--- src/rtl/sub_byte_seq.sv ---
// rtl/sub_byte_seq.sv - Iterative AES SubBytes engine, LANES S-box lookups per cycle.
// Optional SUB_BYTE_INV_EN adds an inv input selecting the inverse S-box.
module sub_byte_seq #(
    parameter int LANES = 4
) (
    input  logic         clk,
    input  logic         reset,
    input  logic         in_valid,
    output logic         in_ready,
    input  logic [0:127] in_state,
    output logic         out_valid,
    input  logic         out_ready,
    output logic [0:127] out_state,
`ifdef SUB_BYTE_INV_EN
    input  logic         inv,
`endif
    output logic         busy
);

    localparam int GROUPS = 16 / LANES;
    localparam int CNT_W  = (GROUPS > 1) ? $clog2(GROUPS) : 1;
    localparam logic [CNT_W-1:0] CNT_LAST = CNT_W'(GROUPS - 1);

    generate
        if (LANES != 1 && LANES != 2 && LANES != 4 && LANES != 8 && LANES != 16) begin : g_bad_lanes
            $error("sub_byte_seq: LANES must be 1, 2, 4, 8 or 16");
        end
    endgenerate

    // Row-major table: entry x lives at bits [8x : 8x+7].
    localparam logic [0:2047] SBOX_FWD = {
        128'h637c777bf26b6fc53001672bfed7ab76, 128'hca82c97dfa5947f0add4a2af9ca472c0,
        128'hb7fd9326363ff7cc34a5e5f171d83115, 128'h04c723c31896059a071280e2eb27b275,
        128'h09832c1a1b6e5aa0523bd6b329e32f84, 128'h53d100ed20fcb15b6acbbe394a4c58cf,
        128'hd0efaafb434d338545f9027f503c9fa8, 128'h51a3408f929d38f5bcb6da2110fff3d2,
        128'hcd0c13ec5f974417c4a77e3d645d1973, 128'h60814fdc222a908846eeb814de5e0bdb,
        128'he0323a0a4906245cc2d3ac629195e479, 128'he7c8376d8dd54ea96c56f4ea657aae08,
        128'hba78252e1ca6b4c6e8dd741f4bbd8b8a, 128'h703eb5664803f60e613557b986c11d9e,
        128'he1f8981169d98e949b1e87e9ce5528df, 128'h8ca1890dbfe6426841992d0fb054bb16
    };

    function automatic logic [7:0] sbox_fwd(input logic [7:0] x);
        return SBOX_FWD[{x, 3'b000} +: 8];
    endfunction

`ifdef SUB_BYTE_INV_EN
    localparam logic [0:2047] SBOX_INV = {
        128'h52096ad53036a538bf40a39e81f3d7fb, 128'h7ce339829b2fff87348e4344c4dee9cb,
        128'h547b9432a6c2233dee4c950b42fac34e, 128'h082ea16628d924b2765ba2496d8bd125,
        128'h72f8f66486689816d4a45ccc5d65b692, 128'h6c704850fdedb9da5e154657a78d9d84,
        128'h90d8ab008cbcd30af7e45805b8b34506, 128'hd02c1e8fca3f0f02c1afbd0301138a6b,
        128'h3a9111414f67dcea97f2cfcef0b4e673, 128'h96ac7422e7ad3585e2f937e81c75df6e,
        128'h47f11a711d29c5896fb7620eaa18be1b, 128'hfc563e4bc6d279209adbc0fe78cd5af4,
        128'h1fdda8338807c731b11210592780ec5f, 128'h60517fa919b54a0d2de57a9f93c99cef,
        128'ha0e03b4dae2af5b0c8ebbb3c83539961, 128'h172b047eba77d626e169146355210c7d
    };

    function automatic logic [7:0] sbox_inv(input logic [7:0] x);
        return SBOX_INV[{x, 3'b000} +: 8];
    endfunction

    logic inv_q;
`endif

    typedef enum logic [1:0] {
        IDLE,
        BUSY,
        DONE
    } state_t;

    state_t             state_q;
    logic [CNT_W-1:0]   cnt_q;
    logic [CNT_W-1:0]   cnt_d;
    logic [0:127]       data_q;
    logic [0:127]       data_d;
    logic               in_ready_q;
    logic               out_valid_q;
    logic               busy_q;

    logic [3:0]         grp_base;
    logic [3:0]         lane_byte [LANES];
    logic [7:0]         lane_in   [LANES];
    logic [7:0]         lane_out  [LANES];

    assign grp_base = 4'(int'(cnt_q) * LANES);

    // One independent table read port per lane.
    for (genvar l = 0; l < LANES; l++) begin : g_lane
        assign lane_byte[l] = grp_base + 4'(l);
        assign lane_in[l]   = data_q[{lane_byte[l], 3'b000} +: 8];
`ifdef SUB_BYTE_INV_EN
        assign lane_out[l]  = inv_q ? sbox_inv(lane_in[l]) : sbox_fwd(lane_in[l]);
`else
        assign lane_out[l]  = sbox_fwd(lane_in[l]);
`endif
    end

    always_comb begin
        data_d = data_q;
        for (int l = 0; l < LANES; l++) begin
            data_d[{lane_byte[l], 3'b000} +: 8] = lane_out[l];
        end
        cnt_d = (cnt_q == CNT_LAST) ? '0 : cnt_q + CNT_W'(1);
    end

    always_ff @(posedge clk or negedge reset) begin
        if (!reset) begin
            state_q     <= IDLE;
            cnt_q       <= '0;
            data_q      <= '0;
            in_ready_q  <= 1'b1;
            out_valid_q <= 1'b0;
            busy_q      <= 1'b0;
`ifdef SUB_BYTE_INV_EN
            inv_q       <= 1'b0;
`endif
        end else begin
            case (state_q)
                IDLE: begin
                    if (in_valid) begin
                        data_q     <= in_state;
                        cnt_q      <= '0;
                        state_q    <= BUSY;
                        in_ready_q <= 1'b0;
                        busy_q     <= 1'b1;
`ifdef SUB_BYTE_INV_EN
                        inv_q      <= inv;
`endif
                    end
                end
                BUSY: begin
                    data_q <= data_d;
                    cnt_q  <= cnt_d;
                    if (cnt_q == CNT_LAST) begin
                        state_q     <= DONE;
                        busy_q      <= 1'b0;
                        out_valid_q <= 1'b1;
                    end
                end
                DONE: begin
                    if (out_ready) begin
                        state_q     <= IDLE;
                        out_valid_q <= 1'b0;
                        in_ready_q  <= 1'b1;
                    end
                end
                default: begin
                    state_q     <= IDLE;
                    in_ready_q  <= 1'b1;
                    out_valid_q <= 1'b0;
                    busy_q      <= 1'b0;
                end
            endcase
        end
    end

    assign in_ready  = in_ready_q;
    assign out_valid = out_valid_q;
    assign busy      = busy_q;
    assign out_state = data_q;

endmodule

--- config.mk ---
export PLATFORM = sky130hd
export DESIGN_NAME = sub_byte_seq
export DESIGN_NICKNAME = d
export VERILOG_FILES = /design/src/rtl/sub_byte_seq.sv
export SDC_FILE = /design/constraint.sdc
export NUM_CORES = 1
export LEC_CHECK = 0
export CAP_MARGIN = 15
export CELL_PAD_IN_SITES_DETAIL_PLACEMENT = 1
export CELL_PAD_IN_SITES_GLOBAL_PLACEMENT = 2
export CORE_ASPECT_RATIO = 0.8
export CORE_MARGIN = 4
export CORE_UTILIZATION = 25
export DETAILED_ROUTE_END_ITERATION = 12
export PLACE_DENSITY = 0.63
export SLEW_MARGIN = 20
export SYNTH_ARGS = -nofsm -noshare
export SYNTH_HDL_FRONTEND = slang
export SYNTH_SLANG_ARGS = --single-unit
--- constraint.sdc ---
create_clock -name clk -period 5.6 [get_ports clk]
set_input_delay 1.12 -clock clk [delete_from_list [all_inputs] [get_ports clk]]
set_output_delay 1.12 -clock clk [all_outputs]
set_load 0.005 [all_outputs]
==> flow_metrics.py, run 1 <==
metrics = {
    "route": {
        "vias_per_cell": 6.69,
        "wl_per_cell_um": 34.1,
        "wl_um": 140000,
        "drc": 0,
        "drtIter0Drc": 3701,
        "vias": 27400,
        "firstDrtPassIters": 6,
        "ant_nets": 0,
    },
    "placed_design": {
        "gp_congestion": 1.04,
        "dp_hpwl_um": 101000,
        "port_buffers": 262,
        "dp_cells": 4059,
    },
    "critical_path": {
        "slowest_delay_ns": 0.84,
        "critical_path.startpoint_type": "register",
        "r2r_setup_slack_ns": 0.79,
        "rr_worst_depth": 11,
        "reg2reg_from": "cnt_q[0]$_DFFE_PN0P_",
        "required_ns": 6.01,
        "crit_type": "register to register",
        "reg2reg_to": "out_state[90]$_DFFE_PN0P_",
        "crit_fanout": 29,
        "crit_path_cell_trace": "mux4_2 -> inv_1 -> ha_1 -> and2_0 -> o21ai_0 -> a31oi_1 -> o21ai_0 -> o21ai_0 -> a32oi_1 -> buf_4 -> o22ai_1",
        "cp.arrival_ns": 5.22,
        "slowest_stage": "dfrtp_4",
        "crit_top_cell": "o21ai_0",
        "end_kind": "register",
    },
    "hold_path": {
        "worstHoldStart": "out_valid$_DFFE_PN0P_",
        "hold_end": "out_valid$_DFFE_PN0P_",
        "worst_hold_path.num_cells": 2,
        "hold_path_class": "register to register",
    },
    "cells_and_area": {
        "nFillCells": 9808,
        "area_delta_synth_final_pct": 20.4,
        "layoutNonFillerInstCount": 4095,
        "drive_gt1_share_pct": 9.40,
        "fin_nets": 3178,
    },
    "cts": {
        "cts-htree-levels": 4,
        "postCtsSetupBuffers": 0,
        "path_clk_slew_ns": 0.06,
        "clock_sinks": 135,
        "cts_tree": "done",
        "cts_buffers": 17,
        "cts-root-buf": "clkbuf_16",
        "cts_resized": 0,
        "ctsHoldBuffers": 0,
        "clkLatencyLatePin_ns": 0.51,
        "clockBufferDepth": 2,
    },
    "die": {
        "start_util_pct": 25.3,
        "die_area_um2": 86000,
        "die_y_um": 263,
        "core_region_area_um2": 80500,
        "die_w_um": 327,
        "rows": 93,
        "io_pins": 263,
    },
    "timing": {
        "fmax_mhz": 208,
        "fin_crit_ns": 4.81,
        "maxSlewHeadroom_pct": 22.4,
        "worst_pin_slew_ns": 1.16,
        "fin_crit_sh_pct": 85.9,
        "setup-violations-final": 0,
        "hold_viol": 0,
        "tns_ns": 0,
        "rsz0062_at_grt": "no",
        "final.setup_skew_ns": 0.0271,
        "report.final.slew_viol_count": 0,
    },
    "synthesis": {
        "ys_seq_elements": 135,
        "synth_xor_area_share_pct": 0.517,
        "synth-edff-count": 0,
        "synth_nets": 3102,
        "yosys.area_share.simple_pct": 24.2,
        "synth_top_area_share_pct": 16.5,
        "synth_fa_ha_area_share_pct": 3.69,
        "ys_seq_area_share_pct": 16.6,
        "yosysTopAreaCell": "dfrtp_1",
        "synth-warning-count": 0,
        "async_reset_ff_share_pct": 100,
        "synth-main-ff-cell": "dfrtp_1",
        "synth_compound_area_share_pct": 39.6,
        "synth_top_family_by_area": "compound AO/OA/AOI/OAI gates",
        "synthMuxAreaShare_pct": 6.97,
        "syn_area_um2": 20300,
        "syn-mean-instance-area_um2": 6.99,
        "synth_cell_types": 99,
        "synth_area_leaders": "dfrtp_1 16%, a21oi_1 7.8%, nor2_1 5.8%",
        "postSynthCellCount": 2910,
    },
    "run_status": {
        "status": "finished clean",
    },
    "grt": {
        "grt_overflow": 0,
        "grt_pass1_vias": 26900,
        "grt_start_max_net_pins": 77,
        "grt_pass1_wl_um": 201000,
        "antenna_found_initial": 7,
        "grt_util_all_layers_pct": 30.9,
    },
    "job": {
        "maxCapViolations": 0,
    },
}
[metal layers]
metal  global-route usage [%]  part of all wire [%]  vias up
li1                         -                     -    11300
met1                     44.2                    44    13900
met2                     43.4                    40     1849
met3                     9.90                    12      302
met4                     10.2                   3.5       14
met5                    0.613                  0.10        -
[Yosys cell counts, types with 21 or more instances]
cell type  count
nor2b_1       36
mux2_2        25
nand2_1      253
o221ai_1      28
o211ai_1      83
o2111ai_1     31
mux2i_1       53
o31ai_1       32
mux4_2        24
inv_1         26
o22ai_1      125
clkbuf_1     169
a221o_1       31
and3_1        52
dfrtp_1      134
a21oi_1      316
a221oi_1      32
nor2_1       312
nand2b_1      67
nor3_1        73
nand4_1       22
a31oi_1       52
ha_1          60
nor4_1        21
a311oi_1      34
buf_2        110
and2_1        31
nand3_1      101
a211oi_1      52
o21ai_0      172
[placed cells by master, fill, tap and decap left out, types with 20 or more instances in the layout]
| cell type | netlist | routed |
|---|---|---|
| o311ai_0 | 20 | 20 |
| o211ai_1 | 83 | 83 |
| and3_1 | 52 | 52 |
| nand2_1 | 253 | 253 |
| inv_1 | 26 | 25 |
| nor2b_1 | 36 | 36 |
| o221ai_1 | 28 | 28 |
| a221oi_1 | 32 | 32 |
| and2_1 | 31 | 31 |
| buf_4 | 15 | 120 |
| clkdlybuf4s50_1 | 0 | 261 |
| a31oi_1 | 52 | 52 |
| mux2_2 | 25 | 25 |
| nor4_1 | 21 | 21 |
| nor3_1 | 73 | 72 |
| o31ai_1 | 32 | 32 |
| mux4_2 | 24 | 24 |
| dfrtp_1 | 134 | 132 |
| nand4_1 | 22 | 22 |
| nand2b_1 | 67 | 66 |
| a221o_1 | 31 | 31 |
| mux2i_1 | 53 | 52 |
| a21oi_1 | 316 | 312 |
| a211oi_1 | 52 | 52 |
| ha_1 | 60 | 60 |
| nor2_1 | 312 | 312 |
| o22ai_1 | 125 | 125 |
| nand3_1 | 101 | 99 |
| o21ai_0 | 172 | 172 |
| a311oi_1 | 34 | 34 |
| a2111oi_0 | 20 | 20 |
| o2111ai_1 | 31 | 31 |
[logic make-up (layout without fill, tap and decap cells)]
group                      after synthesis  after routing
xor gates and xnor gates                12             12
buffers and inverters                  363            452
adders and majority gates               60             60
muxes                                  106            106
AOI/OAI and AO/OA                     1194           1194
and+or+nand+nor                       1040           1040
other                                    0              4
DFF                                    135            135
[metrics by stage]
stage / setup WS [ns] / cell area, um2 / hold slack (ns) / utilization (%)
after floorplan: 1.62 / 20300 / 0.491 / -
after global placement: 0.955 / 23800 / 0.496 / 29.6
after detailed placement: 0.965 / 23800 / 0.506 / 29.6
after CTS: 0.949 / 24500 / 0.518 / 30.4
after global routing: 0.645 / 24500 / 0.555 / 30.4
final: 0.790 / 24500 / 0.514 / 30.4
[sequential cells by signal (all words and copies together), names as in the netlist]
| signal | cells |
|---|---|
| out_state | 128 |
| cnt_q | 2 |
| state_q | 2 |
| busy | 1 |
| in_ready | 1 |
| out_valid | 1 |
[worst max-delay path: cells and delay by family, from the launching register on]
kind | cells | cell delay, ns
AND/OR/NAND/NOR | 1 | 0.66
adder cells (fa/ha/maj) | 1 | 0.56
AO/OA/AOI/OAI | 6 | 1.38
flip-flops | 1 | 0.84
buffers and inverters | 2 | 0.46
multiplexers | 1 | 0.80
[final cells by class]
class | count | area [um2] | area share (%)
Multi-Input combinational cell | 2412 | 15300 | 62.6
Timing Repair Buffer | 388 | 3650 | 14.9
Sequential cell | 135 | 3390 | 13.8
Tap cell | 1092 | 1370 | 5.58
Clock buffer | 18 | 429 | 1.75
Clock inverter | 14 | 198 | 0.808
Inverter | 32 | 120 | 0.491
Antenna cell | 4 | 10.0 | 0.0409
[how the worst max path moves through the flow]
stage / from / to / slack, ns
6_report: cnt_q[0]$_DFFE_PN0P_ / out_state[90]$_DFFE_PN0P_ / 0.79
5_1_grt: cnt_q[1]$_DFFE_PN0P_ / out_state[113]$_DFFE_PN0P_ / 0.64
4_1_cts: cnt_q[1]$_DFFE_PN0P_ / out_state[113]$_DFFE_PN0P_ / 0.95
3_5_place_dp: cnt_q[0]$_DFFE_PN0P_ / out_state[37]$_DFFE_PN0P_ / 0.96
3_3_place_gp: cnt_q[0]$_DFFE_PN0P_ / out_state[63]$_DFFE_PN0P_ / 0.96
2_1_floorplan: cnt_q[0]$_DFFE_PN0P_ / out_state[31]$_DFFE_PN0P_ / 1.62
Power of run 1 is not shown: default switching activity piles up to over one toggle a cycle in this logic, so the estimate is an artifact.
==> inputs of run 2 (changes only) <==
--- a/config.mk
+++ b/config.mk
@@ -8,12 +8,9 @@
 export CAP_MARGIN = 15
 export CELL_PAD_IN_SITES_DETAIL_PLACEMENT = 1
 export CELL_PAD_IN_SITES_GLOBAL_PLACEMENT = 2
-export CORE_ASPECT_RATIO = 0.8
-export CORE_MARGIN = 4
 export CORE_UTILIZATION = 25
 export DETAILED_ROUTE_END_ITERATION = 12
 export PLACE_DENSITY = 0.63
-export SLEW_MARGIN = 20
 export SYNTH_ARGS = -nofsm -noshare
 export SYNTH_HDL_FRONTEND = slang
 export SYNTH_SLANG_ARGS = --single-unit
==> run 2 against run 1 <==
Via count grew 0.24%. Utilization shrank 0.16 points. Worst hold slack improved by 0.035 ns. Fmax down 2.5%. Largest cell class unchanged. Critical path type unchanged. Critical path depth down 1.
==> flow_metrics.py, run 2 (same netlist as run 1, synthesis figures left out) <==
metrics = {
    "run_status": {
        "status": "finished clean",
    },
    "cts": {
        "cts-root-buf": "clkbuf_16",
        "path_clk_slew_ns": 0.08,
        "clockBufferDepth": 2,
        "ctsHoldBuffers": 0,
        "cts_buffers": 17,
        "postCtsSetupBuffers": 0,
        "cts_tree": "done",
        "cts_resized": 0,
        "clock_sinks": 135,
        "clkLatencyLatePin_ns": 0.53,
        "cts-htree-levels": 4,
    },
    "die": {
        "start_util_pct": 25.3,
        "rows": 104,
        "io_pins": 263,
        "die_area_um2": 82500,
        "core_region_area_um2": 80500,
        "die_w_um": 287,
        "die_y_um": 287,
    },
    "critical_path": {
        "crit_type": "register to register",
        "crit_path_cell_trace": "mux4_2 -> inv_1 -> ha_1 -> nor2b_1 -> nor2_1 -> a221oi_1 -> nor4_1 -> a211oi_1 -> nor4_2 -> o31ai_1",
        "slowest_stage": "dfrtp_4",
        "required_ns": 6.02,
        "path_buf_inv": 1,
        "path_delay_family": "compound AO/OA/AOI/OAI gates",
        "cp.depth": 10,
        "rr_worst_depth": 10,
        "slowest_delay_ns": 0.78,
        "critical_path.startpoint_type": "register",
        "crit_fanout": 24,
        "cp.arrival_ns": 5.36,
        "end_kind": "register",
    },
    "placed_design": {
        "pre_cts_slack_ns": 0.915,
        "dp_hpwl_um": 100000,
        "gp_congestion": 1.02,
        "port_buffers": 262,
        "place_area_um2": 23700,
    },
    "timing": {
        "fin_crit_ns": 4.93,
        "final.setup_skew_ns": 0.0282,
        "maxSlewHeadroom_pct": 14.3,
        "report.final.slew_viol_count": 0,
        "setup-violations-final": 0,
        "fmax_mhz": 203,
        "rsz0062_at_grt": "no",
        "hold_viol": 0,
        "worst_pin_slew_ns": 1.28,
        "fin_crit_sh_pct": 88.1,
        "tns_ns": 0,
        "setup_ws_ns": 0.669,
    },
    "grt": {
        "grt_overflow": 0,
        "grt_start_max_net_pins": 69,
        "grt_util_all_layers_pct": 32.8,
        "grt_pass1_wl_um": 201000,
        "antenna_found_initial": 5,
        "grt_pass1_vias": 27100,
    },
    "route": {
        "firstDrtPassIters": 6,
        "ant_nets": 0,
        "drc": 0,
        "wl_um": 139000,
        "wl_per_cell_um": 34.3,
        "drtIter0Drc": 3626,
        "vias_per_cell": 6.77,
        "vias": 27500,
    },
    "hold_path": {
        "worst_hold_path.num_cells": 2,
        "hold_path_class": "register to register",
    },
    "cells_and_area": {
        "largest_reg_flops": 128,
        "fin_nets": 3171,
        "final_cell_mix": "312 x nor2_1, 312 x a21oi_1, 261 x clkdlybuf4s50_1",
        "drive_gt1_share_pct": 9.22,
        "fin_area_um2": 24400,
        "area_delta_synth_final_pct": 19.8,
    },
    "job": {
        "maxCapViolations": 0,
    },
}
[run 2: final cells by class]
class / count / area (um2)
fillers: 9732 / 56200
well taps: 1060 / 1330
repair buffers: 381 / 3570
clock inverters: 14 / 189
diodes: 3 / 7.51
inverters: 32 / 120
multi-input cells: 2412 / 15300
clock buffers: 18 / 439
flip-flops and latches: 135 / 3390
[run 2: through the flow]
step | hold slack, ns | instances | util (%)
after CTS | 0.546 | 4052 | 30.2
after floorplan | 0.491 | 2910 | -
after global routing | 0.584 | 4052 | 30.2
after detailed placement | 0.530 | 4020 | 29.4
after global placement | 0.497 | 4020 | 29.4
final | 0.549 | 4055 | 30.2
[run 2: worst paths after layout]
check | slack [ns] | endpoint | startpoint
worst max-delay path | 0.67 | out_state[54]$_DFFE_PN0P_ | cnt_q[0]$_DFFE_PN0P_
worst min-delay path | 0.55 | out_valid$_DFFE_PN0P_ | out_valid$_DFFE_PN0P_
worst max register to register | 0.67 | out_state[54]$_DFFE_PN0P_ | cnt_q[0]$_DFFE_PN0P_
worst min register to register | 0.55 | out_valid$_DFFE_PN0P_ | out_valid$_DFFE_PN0P_
max in group asynchronous | 3.86 | cnt_q[1]$_DFFE_PN0P_ | reset
min in group asynchronous | 0.56 | out_state[113]$_DFFE_PN0P_ | reset
[run 2: worst min-delay path, delay by kind of cell, from the launching register on]
family	cells	cell delay, ns
flip-flops	1	0.39
AND/OR/NAND/NOR	1	0.06
AO/OA/AOI/OAI	1	0.06
[run 2: metal layers]
| layer | routed length (um) | track usage (%) | vias up |
|---|---|---|---|
| met4 | 7650 | 16.2 | 6 |
| met2 | 61900 | 51.2 | 1968 |
| met3 | 13200 | 7.51 | 471 |
| met1 | 56400 | 42.3 | 13700 |
| li1 | - | - | 11300 |
| met5 | 35 | 0 | - |
Power of run 2 is left out for the same reason.
